File: src/rtl/generator_stream_driver.sv
// rtl/generator_stream_driver.sv - seed fill / feature drain host driver for the generator pipeline
// Fills the seed FIFO from a Galois LFSR, handshakes the pipeline, then drains features to a stream.
module generator_stream_driver #(
   parameter int SEED_COUNT    = 64,
   parameter int FEATURE_COUNT = 128,
   parameter int TIMEOUT_W     = 24
) (
   input  logic        clk,
   input  logic        rst_n,
   input  logic        go,
   input  logic        continuous,
   input  logic [15:0] lfsr_init,
   output logic        seed_wr_en,
   output logic [15:0] seed_wr_data,
   input  logic        seed_full,
   input  logic [6:0]  seed_level,
   output logic        gen_start,
   input  logic        gen_busy,
   input  logic        gen_done,
   output logic        feature_rd_en,
   input  logic [15:0] feature_rd_data,
   input  logic        feature_rd_valid,
   input  logic        feature_empty,
   input  logic [7:0]  feature_level,
   output logic        out_valid,
   input  logic        out_ready,
   output logic [15:0] out_data,
   output logic        out_last,
   output logic        busy,
   output logic        frame_done,
   output logic [15:0] frame_count,
   output logic        timeout_err
);

   localparam logic [2:0] S_IDLE  = 3'd0;
   localparam logic [2:0] S_FILL  = 3'd1;
   localparam logic [2:0] S_START = 3'd2;
   localparam logic [2:0] S_WAIT  = 3'd3;
   localparam logic [2:0] S_DRAIN = 3'd4;
   localparam logic [2:0] S_DONE  = 3'd5;

   localparam int SC_W = $clog2(SEED_COUNT + 1);
   localparam int FC_W = $clog2(FEATURE_COUNT + 1);
   localparam logic [SC_W-1:0]      SEED_LAST = SC_W'(SEED_COUNT - 1);
   localparam logic [6:0]           SEED_LVL  = 7'(SEED_COUNT);
   localparam logic [FC_W-1:0]      FEAT_ALL  = FC_W'(FEATURE_COUNT);
   localparam logic [FC_W-1:0]      FEAT_LAST = FC_W'(FEATURE_COUNT - 1);
   localparam logic [TIMEOUT_W-1:0] WDOG_MAX  = {TIMEOUT_W{1'b1}};

   logic [2:0]           state_q, state_d;
   logic [15:0]          lfsr_q, lfsr_d;
   logic [SC_W-1:0]      seed_cnt_q, seed_cnt_d;
   logic                 start_held_q, start_held_d;
   logic [TIMEOUT_W-1:0] wdog_q, wdog_d;
   logic [FC_W-1:0]      rd_cnt_q, rd_cnt_d;
   logic [FC_W-1:0]      acc_cnt_q, acc_cnt_d;
   logic                 inflight_q, inflight_d;
   logic [15:0]          buf0_q, buf0_d;
   logic [15:0]          buf1_q, buf1_d;
   logic [1:0]           buf_cnt_q, buf_cnt_d;
   logic [15:0]          frame_count_q, frame_count_d;
   logic                 timeout_err_q, timeout_err_d;

   logic [15:0] lfsr_next;
   logic        push;
   logic        pop;
   logic        unused_feature_level;

   assign unused_feature_level = ^feature_level;
   assign lfsr_next = {1'b0, lfsr_q[15:1]} ^ (lfsr_q[0] ? 16'hB400 : 16'h0000);

   assign seed_wr_en    = (state_q == S_FILL) && !seed_full;
   assign seed_wr_data  = seed_wr_en ? lfsr_q : 16'h0000;
   assign gen_start     = (state_q == S_START) &&
                          (start_held_q || ((seed_level >= SEED_LVL) && feature_empty));
   assign out_valid     = (state_q == S_DRAIN) && (buf_cnt_q != 2'd0);
   assign out_data      = out_valid ? buf0_q : 16'h0000;
   assign out_last      = out_valid && (acc_cnt_q == FEAT_LAST);
   assign pop           = out_valid && out_ready;
   assign push          = feature_rd_valid && inflight_q;
   // A word leaving this cycle frees its slot, which keeps the drain at one word per cycle.
   assign feature_rd_en = (state_q == S_DRAIN) && !feature_empty && (rd_cnt_q < FEAT_ALL) &&
                          (({1'b0, buf_cnt_q} + {2'b00, inflight_q}) < (3'd2 + {2'b00, pop}));
   assign busy          = (state_q != S_IDLE);
   assign frame_done    = (state_q == S_DONE);
   assign frame_count   = frame_count_q;
   assign timeout_err   = timeout_err_q;

   always_comb begin
      state_d       = state_q;
      lfsr_d        = lfsr_q;
      seed_cnt_d    = seed_cnt_q;
      start_held_d  = start_held_q;
      wdog_d        = wdog_q;
      rd_cnt_d      = rd_cnt_q;
      acc_cnt_d     = acc_cnt_q;
      inflight_d    = feature_rd_en;
      buf0_d        = buf0_q;
      buf1_d        = buf1_q;
      buf_cnt_d     = buf_cnt_q;
      frame_count_d = frame_count_q;
      timeout_err_d = timeout_err_q;

      if (push && pop) begin
         if (buf_cnt_q == 2'd2) begin
            buf0_d = buf1_q;
            buf1_d = feature_rd_data;
         end else begin
            buf0_d = feature_rd_data;
         end
      end else if (pop) begin
         buf0_d    = buf1_q;
         buf_cnt_d = buf_cnt_q - 2'd1;
      end else if (push) begin
         if (buf_cnt_q == 2'd0) begin
            buf0_d = feature_rd_data;
         end else begin
            buf1_d = feature_rd_data;
         end
         buf_cnt_d = buf_cnt_q + 2'd1;
      end

      case (state_q)
         S_IDLE: begin
            if (go) begin
               lfsr_d        = (lfsr_init == 16'h0000) ? 16'hACE1 : lfsr_init;
               timeout_err_d = 1'b0;
               seed_cnt_d    = '0;
               buf_cnt_d     = 2'd0;
               state_d       = S_FILL;
            end
         end
         S_FILL: begin
            if (seed_wr_en) begin
               lfsr_d     = lfsr_next;
               seed_cnt_d = seed_cnt_q + SC_W'(1);
               if (seed_cnt_q == SEED_LAST) begin
                  state_d      = S_START;
                  wdog_d       = '0;
                  start_held_d = 1'b0;
                  rd_cnt_d     = '0;
                  acc_cnt_d    = '0;
               end
            end
         end
         S_START: begin
            wdog_d = wdog_q + TIMEOUT_W'(1);
            if (gen_start) begin
               start_held_d = 1'b1;
            end
            if (gen_start && gen_busy) begin
               state_d = S_WAIT;
            end
            if (wdog_q == WDOG_MAX) begin
               timeout_err_d = 1'b1;
               state_d       = S_IDLE;
            end
         end
         S_WAIT: begin
            wdog_d = wdog_q + TIMEOUT_W'(1);
            if (gen_done) begin
               state_d = S_DRAIN;
            end else if (wdog_q == WDOG_MAX) begin
               timeout_err_d = 1'b1;
               state_d       = S_IDLE;
            end
         end
         S_DRAIN: begin
            if (feature_rd_en) begin
               rd_cnt_d = rd_cnt_q + FC_W'(1);
            end
            if (pop) begin
               acc_cnt_d = acc_cnt_q + FC_W'(1);
               if (out_last) begin
                  state_d = S_DONE;
               end
            end
         end
         S_DONE: begin
            frame_count_d = frame_count_q + 16'd1;
            if (continuous && go) begin
               seed_cnt_d = '0;
               state_d    = S_FILL;
            end else begin
               state_d = S_IDLE;
            end
         end
         default: state_d = S_IDLE;
      endcase
   end

   always_ff @(posedge clk or negedge rst_n) begin
      if (!rst_n) begin
         state_q       <= S_IDLE;
         lfsr_q        <= 16'h0000;
         seed_cnt_q    <= '0;
         start_held_q  <= 1'b0;
         wdog_q        <= '0;
         rd_cnt_q      <= '0;
         acc_cnt_q     <= '0;
         inflight_q    <= 1'b0;
         buf0_q        <= 16'h0000;
         buf1_q        <= 16'h0000;
         buf_cnt_q     <= 2'd0;
         frame_count_q <= 16'h0000;
         timeout_err_q <= 1'b0;
      end else begin
         state_q       <= state_d;
         lfsr_q        <= lfsr_d;
         seed_cnt_q    <= seed_cnt_d;
         start_held_q  <= start_held_d;
         wdog_q        <= wdog_d;
         rd_cnt_q      <= rd_cnt_d;
         acc_cnt_q     <= acc_cnt_d;
         inflight_q    <= inflight_d;
         buf0_q        <= buf0_d;
         buf1_q        <= buf1_d;
         buf_cnt_q     <= buf_cnt_d;
         frame_count_q <= frame_count_d;
         timeout_err_q <= timeout_err_d;
      end
   end

endmodule

File: config.mk
export PLATFORM = sky130hd
export DESIGN_NAME = generator_stream_driver
export DESIGN_NICKNAME = d
export VERILOG_FILES = /design/src/rtl/generator_stream_driver.sv
export SDC_FILE = /design/constraint.sdc
export NUM_CORES = 1
export LEC_CHECK = 0
export CAP_MARGIN = 20
export CORE_MARGIN = 10
export CORE_UTILIZATION = 45
export CTS_BUF_LIST = sky130_fd_sc_hd__clkbuf_4 sky130_fd_sc_hd__clkbuf_8 sky130_fd_sc_hd__clkbuf_16
export CTS_CLUSTER_SIZE = 20
export DETAILED_ROUTE_END_ITERATION = 10
export PLACE_DENSITY = 0.75
export SLEW_MARGIN = 20
export SYNTH_ARGS = -nofsm -noshare
export SYNTH_HDL_FRONTEND = slang
export SYNTH_SLANG_ARGS = --single-unit
File: constraint.sdc
create_clock -name clk -period 3.4 [get_ports clk]
set_input_delay 1.02 -clock clk [delete_from_list [all_inputs] [get_ports clk]]
set_output_delay 1.02 -clock clk [all_outputs]
set_load 0.1 [all_outputs]
; After elaboration in Yosys (flattened, before gate mapping)
; Index checks and enable logic that the tools add are counted.
[word_totals]
ff_bits = 119
inputBits = 57
output_inout_bits = 56
wordCells = 144
[op_classes]
addsub = 9
order_cmp = 3
n_eq_ne = 23
muxes = 54
n_bitwise = 1
reduce_logical = 41
[op_table]
columns = op, n
row1 = 2-to-1 mux 16 bit, 16
row2 = 2-to-1 mux 24 bit, 2
row3 = case mux 24 bit (2 select lines), 1
row4 = 2-to-1 mux 8 bit, 4
row5 = case mux 16 bit (2 select lines), 1
row6 = case mux 8 bit (2 select lines), 2
row7 = 2-to-1 mux 3 bit, 9
row8 = adder 24 x 1 -> 24 bit (second input constant), 1
row9 = equality test 24 bit (second input constant), 1
row10 = 2-to-1 mux 7 bit, 3
row11 = case mux 7 bit (3 select lines), 1
row12 = AND reduction 4 bit, 5
row13 = case mux 3 bit (6 select lines), 1
row14 = adder 16 x 1 -> 16 bit (second input constant), 1
row15 = adder 8 x 1 -> 8 bit (second input constant), 2
row16 = logical NOT 16 bit, 1
row17 = inequality test 2 bit (second input constant), 8
row18 = XOR 15 x 16 -> 16 bit, 1
row19 = nonzero test 3 bit, 5
row20 = logical AND 1 bit, 13
row21 = nonzero test 2 bit, 6
row22 = 2-to-1 mux 2 bit, 5
row23 = AND reduction 3 bit, 3
row24 = equality test 8 x 7 -> 1 bit (second input constant), 1
row25 = other kinds (26), 38

; Depth between registers and ports, before layout
; Gate-level depths: netlist of run 1.
[depth]
word_depth = 8
ltp_mapped = 9
mapped_depth_nobuf = 7

; Worst setup path after synthesis of run 1
; No wires, ideal clock.
[synth_path]
path_type = register to output
start = reg state_q[1]
end = out out_last
arrival_time_ps = 4299
required_time_ps = 2380
path_slack_ps = -1919
path_stages_with_launch = 7
path_buffers = 2
path_cell_list = dfrtp_1 clkbuf_1 or3b_1 buf_2 nor2_1 inv_1 nor4_1
[synth_between]
elab_chain_cells = 3
[synth_lines]
columns = item, line
row1 = from (decl), 50  ; logic [2:0] state_q, state_d;
row2 = from (signal assigned), 208  ; state_q <= state_d;
row3 = equality test 3 bit, 76  ; assign out_valid = (state_q == S_DRAIN) && (buf_cnt_q != 2'd0);
row4 = logical AND 1 bit, 76
row5 = logical AND 1 bit, 78  ; assign out_last = out_valid && (acc_cnt_q == FEAT_LAST);
row6 = to (decl), 28  ; output logic out_last,
; Every way passes these cells.

; Final worst setup path of run 1
[layout_path]
start = in out_ready
end = out feature_rd_en
[layout_between]
elab_chain_cells = 4
[layout_lines]
columns = item, line
row1 = from (decl), 26  ; input logic out_ready,
row2 = logical AND 1 bit, 79  ; assign pop = out_valid && out_ready;
row3 = adder 2 x 1 -> 3 bit, 83  ; (({1'b0, buf_cnt_q} + {2'b00, inflight_q}) < (3'd2 + {2'b00, pop}));
row4 = < comparator 3 bit, 83
row5 = logical AND 1 bit, 82  ; assign feature_rd_en = (state_q == S_DRAIN) && !feature_empty && (rd_cnt_q < FEAT_ALL) &&
row6 = to (decl), 20  ; output logic feature_rd_en,
; Every way passes these cells.

==> metrics, run 1 <==
status=completed; antenna violations before repair=0; Synth Warn #=0; headroom to the max-slew limit=56.0%; gr ovfl total=0; worst flop-to-flop path endpoint=buf0_q[6]$_DFFE_PN0P_; routed vias/inst=5.50; Pins Over Slew Limit=0; Die X=134 um; Seq cells post-synth=119; number of buffers created by CTS=17; CP Capture Type=primary output; cell area power density=735 mW/mm^2; drt pass-1 iters=5; H-tree depth=4; CP Cell Sequence=dlygate4sd2_1 -> or3b_2 -> a211oi_2 -> buf_4 -> buf_12; Clock Latency Late Sink=410 ps; Tot Pwr=6.00 mW; post-route ant nets=0; n_diodes=0; routed len/inst=16.5 um; routability cong.=0.819; HPWL after detailed placement=10300 um; RSZ-0062 raised after global routing=no; Worst Path Buf+Inv=3; Die Y=134 um; final instance area=0.00817 mm^2; Reg2Reg Depth=6; max cap viols=0; multi-input combinational cell area=0.00281 mm^2; Worst Hold End=frame_count[15]$_DFFE_PN0P_; Cells after Synth=602; hold buffer count at CTS=0; Clk pin slew, worst setup/hold paths=50 ps; Final period util=98.1%; largest net degree at the start of global routing=52; Leak=3.61 nW; initial DRC count=420; fin nets=784; commonest non-fill, non-tap cell in the layout=dfrtp_1; WP data required=2380 ps; io pins=113; Cell variety after synth=54; register area share after synthesis=50.6%; Global Route Usage Sum=17.0%; final hold vios=0; vias in the first global route=5205; f_max=0.300 GHz; register area=0.00298 mm^2; Worst Hold Class=flop to flop; TritonCTS clock tree=done; Root Driver=clkbuf_16; number of flops mapped to enable cells by yosys=0; final count of negative-setup-slack endpoints=0; IO buf count=98; Starting Density=46.3%; WL final=14900 um; Rows=41; Hold Crit Start=frame_count[15]$_DFFE_PN0P_; via count=4959; residual DRC count=0; Area Overhead vs Synth=38.7%; CP max stage cell=or3b_2; max incr delay on CP=460 ps; critical path class=input port to primary output; DP Area=0.00754 mm^2; Synth top area share=50.6%; VDD IR-drop max=0.614 mV; Top FF cell, synth=dfrtp_1; Worst Max-Slew Pin Slew=661 ps; top post-synthesis cells by area=dfrtp_1 51%, xnor2_1 5.1%, nor2_1 4.6%; TritonCTS Sinks=119; asr flop ratio synth=100%; Synth Net Count=668; # fillers=990; core box area=0.0127 mm^2; critical path's top delay family=buffers and inverters; CTS Buffer Depth=2; Worst Hold Depth=1; min cycle time layout=3340 ps; Critical Path Start Type=input port; worst reg2reg setup slack=940 ps; critical path peak fanout=3; area leader, netlist=dfrtp_1; Syn Std Cell Area=0.00589 mm^2; leading cell types in the layout, fill and taps excluded=118 x dfrtp_1, 72 x nor2_1, 51 x nand2_1, 48 x o21ai_0, 43 x buf_4; layout cells sized above 1=24.5%; Die ar.=0.0181 mm^2; r2r startpoint=state_q[2]$_DFFE_PN0P_; clk_skew=7.71 ps; CP arrival=2320 ps; cell depth of the worst setup path=5; first-pass GRT wire length=25600 um; syn_area_per_cell=9.78 um^2
[how the worst max path moves through the flow]
| stage | slack [ps] | start | endpoint |
|---|---|---|---|
| after global placement | -230 | out_ready | feature_rd_en |
| after global routing | 10 | out_ready | feature_rd_en |
| after CTS | 1 | seed_full | seed_wr_data[8] |
| after floorplan | -770 | state_q[1]$_DFFE_PN0P_ | out_last |
| final | 60 | out_ready | feature_rd_en |
| after detailed placement | -220 | out_ready | feature_rd_en |
[area by class of cell]
class	count	share of cell area, %
tap	172	2.64
inverter	11	0.567
clock inverter	9	1.26
clock buffer	22	5.75
multi-input combinational	444	34.4
sequential	119	36.5
timing repair buffer	125	18.9
[state kept, by name (all words and copies together) (netlist names)]
register,cells
wdog_q,24
buf0_q,16
buf1_q,16
frame_count,16
lfsr_q,16
acc_cnt_q,8
rd_cnt_q,8
seed_cnt_q,7
state_q,3
buf_cnt_q,2
inflight_q,1
start_held_q,1
timeout_err,1
[worst reg2reg max path, stage by stage, from the launching register on]
cell and delay [ps]:
dfrtp_1 500, or3b_1 420, buf_4 200, or2_1 370, nand2_1 520, o22ai_1 230
nor2_1 140
[Yosys cell counts, drive strengths merged (10+ instances only)]
cell type and number:
dfrtp 119, nor2 72, nand2 51, o21ai 49
xnor2 34, and2 32, o22ai 24, nand3 22
mux2 18, clkbuf 17, nand4 15, nor4 14
a21oi 13, buf 11, inv 11, or3 10
[layer usage]
| metal | share of wire, % | track usage, % | routed length (um) |
|---|---|---|---|
| met5 | 0 | 0 | 0 |
| met4 | 1.4 | 4.90 | 208 |
| met3 | 7.7 | 7.69 | 1150 |
| met2 | 47 | 26.6 | 6980 |
| met1 | 44 | 20.8 | 6600 |
[cell families after synthesis]
kind of cell    count (synthesis)  synth area share, %
flops                         119                 50.6
fa+ha+maj                       9                 1.91
compound gates                110                 11.3
xor+xnor                       41                 6.10
mux                            25                 4.63
buf+inv                        39                 2.85
simple gates                  259                 22.6
[metrics by stage]
stage          TNS, ps  hold slack, ps  utilization [%]  worst slack (ps)  std cells
2_1_floorplan    -4260             444                -              -770        602
3_3_place_gp     -2930             461             59.3              -231        869
3_5_place_dp     -3470             465             59.3              -216        869
4_1_cts              0             476             64.2              1.44        902
5_1_grt              0             506             64.2              9.52        902
6_report             0             475             64.2              64.3        902
[repair_timing]
| action | CTS | global route |
|---|---|---|
| gates resized for setup | 11 | 2 |
| buffers inserted | 1 | 0 |
| cloned | 1 | 0 |
| pin swaps | 3 | 1 |
| endpoints found under the setup margin | 18 | 17 |
[where the power goes]
part | switching (mW) | total [mW] | internal [mW] | leakage [nW]
registers | 0.306 | 2.08 | 1.77 | 1.56
clock network | 0.619 | 1.74 | 1.12 | 0.279
logic | 1.33 | 2.19 | 0.857 | 1.76
Power figures use the tool's default switching activity.
==> inputs of run 2 (changes only) <==
--- a/config.mk
+++ b/config.mk
@@ -6,6 +6,7 @@
 export NUM_CORES = 1
 export LEC_CHECK = 0
 export CAP_MARGIN = 20
+export CORE_ASPECT_RATIO = 1.1
 export CORE_MARGIN = 10
 export CORE_UTILIZATION = 45
 export CTS_BUF_LIST = sky130_fd_sc_hd__clkbuf_4 sky130_fd_sc_hd__clkbuf_8 sky130_fd_sc_hd__clkbuf_16
==> metrics, run 2 (synthesis results as in run 1) <==
Top reg by flops=wdog_q; f_max=0.297 GHz (-0.84%); routability cong.=0.876 (+7.0%); Area Overhead vs Synth=40.5%; Clk pin slew, worst setup/hold paths=50 ps (about the same); # fillers=958 (-3.2%); critical path peak fanout=5 (+2); HPWL after detailed placement=10500 um (+2.2%); max FFs per register=24 (unchanged); WL final=15200 um (+1.6%); CTS Buffer Depth=2 (unchanged); max cap viols=0 (unchanged); io pins=113 (unchanged); critical path class=input port to primary output; initial DRC count=430 (+2.4%); via count=5082 (+2.5%); gr ovfl total=0 (unchanged); TritonCTS clock tree=done; Die Y=140 um (+4.2%); TritonCTS Sinks=119 (unchanged); Worst Max-Slew Pin Slew=713 ps (+52.5 ps); status=completed; Clock Latency Late Sink=410 ps (about the same); residual DRC count=0 (unchanged); CP arrival=2340 ps (+20 ps); drt pass-1 iters=5 (unchanged); core box area=0.0127 mm^2 (-0.20%); r2r startpoint=state_q[1]$_DFFE_PN0P_; Rows=43 (+4.9%); commonest non-fill, non-tap cell in the layout=dfrtp_1; CP startpoint=seed_full; routed vias/inst=5.74 (+4.3%); Pins Over Slew Limit=0 (unchanged); worst flop-to-flop path endpoint=buf0_q[11]$_DFFE_PN0P_; hold buffer count at CTS=0 (unchanged); worst setup path endpoint=seed_wr_data[12]; min cycle time layout=3360 ps (+28.1 ps); Final period util=98.9% (+0.83 points); layout cells sized above 1=24.6% (+0.034 points); cell area power density=758 mW/mm^2 (+3.1%); first-pass GRT wire length=25600 um (unchanged); Root Driver=clkbuf_16; CP Capture Type=primary output; final count of negative-setup-slack endpoints=0 (unchanged); Worst Hold Class=flop to flop; headroom to the max-slew limit=52.5% (-3.5 points); Die X=129 um (-4.0%); Tot Pwr=6.27 mW (+4.4%); fin nets=783 (-0.13%); VDD IR-drop max=0.564 mV (-8.2%); leading cell types in the layout, fill and taps excluded=119 x dfrtp_1, 72 x nor2_1, 51 x nand2_1, 48 x o21ai_0, 40 x buf_12; number of buffers created by CTS=17 (unchanged); Starting Density=46.4% (+0.091 points); multi-input combinational cell area=0.00283 mm^2 (+0.85%); worst reg2reg setup slack=940 ps (about the same); largest net degree at the start of global routing=56 (+7.7%); Critical Path Start Type=input port; routed len/inst=17.1 um (+3.4%); Leak=3.65 nW (+1.1%); vias in the first global route=5227 (+0.42%); n_diodes=0 (unchanged); Global Route Usage Sum=17.1% (+0.027 points); Die ar.=0.0181 mm^2 (about the same); antenna violations before repair=0 (unchanged); clk_skew=8.34 ps (+0.632 ps); WP data required=2380 ps (about the same); DP Worst Slack=-167 ps (+48.0 ps); final hold vios=0 (unchanged); setup ws final=36.2 ps (-28.1 ps); RSZ-0062 raised after global routing=no; H-tree depth=4 (unchanged); register area=0.00298 mm^2 (about the same); post-route ant nets=0 (unchanged); IO buf count=98 (unchanged); Reg2Reg Depth=6 (unchanged)
==> run 2: per-stage QoR <==
step                hold slack [ps]  setup TNS, ps  utilization, %  area, um^2  instances
floorplan                       444          -4260               -        5960        602
global placement                465          -2520            59.2        7520        850
detailed placement              481          -2880            59.2        7520        850
CTS                             487              0            65.1        8260        886
global route                    517              0            65.1        8270        886
finish                          489              0            65.1        8270        886
==> run 2: timing repair <==
item                       4_1_cts  5_1_grt
setup buffers                    3        0
setup endpoints to repair       18        7
pin swaps                        2        2
gates resized for setup         14        1
cloned                           2        0
==> run 2: worst max-delay path, stage by stage <==
cell	delay, ps
buf_2	110
or4b_4	510
inv_4	80
buf_6	110
buf_6	90
buf_12	100
and2_4	150
buf_12	170
==> run 2: layout make-up <==
class / count / area share, %
Clock inverter: 11 / 2.09
Inverter: 11 / 0.530
Sequential cell: 119 / 36.0
Clock buffer: 20 / 5.64
Tap cell: 157 / 2.38
Timing Repair Buffer: 124 / 19.1
Multi-Input combinational cell: 444 / 34.2
==> run 2: how the worst min path moves through the flow <==
| stage | start | to | slack (ps) | cells past startpoint |
|---|---|---|---|---|
| floorplan | rd_cnt_q[7]$_DFFE_PN0P_ | rd_cnt_q[7]$_DFFE_PN0P_ | 440 | 2 |
| global placement | frame_count[15]$_DFFE_PN0P_ | frame_count[15]$_DFFE_PN0P_ | 460 | 1 |
| detailed placement | rd_cnt_q[6]$_DFFE_PN0P_ | rd_cnt_q[6]$_DFFE_PN0P_ | 480 | 1 |
| CTS | rd_cnt_q[6]$_DFFE_PN0P_ | rd_cnt_q[6]$_DFFE_PN0P_ | 490 | 1 |
| global route | buf1_q[8]$_DFFE_PN0P_ | buf1_q[8]$_DFFE_PN0P_ | 520 | 1 |
| finish | rd_cnt_q[6]$_DFFE_PN0P_ | rd_cnt_q[6]$_DFFE_PN0P_ | 490 | 1 |
==> run 2: report_power, final <==
group          switching, mW  total [mW]  internal [mW]  leakage (nW)
registers              0.310        2.08           1.77          1.57
clock network          0.629        1.91           1.28         0.300
logic                   1.38        2.28          0.900          1.78
==> run 2: per-layer routing <==
| metal | share of wire, % | GRT usage, % | vias to the layer above |
|---|---|---|---|
| met1 | 41 | 19.7 | 2504 |
| met5 | 0 | 0 | - |
| met4 | 1.4 | 3.83 | 0 |
| li1 | - | - | 2363 |
| met3 | 8.9 | 6.98 | 30 |
| met2 | 49 | 28.9 | 185 |
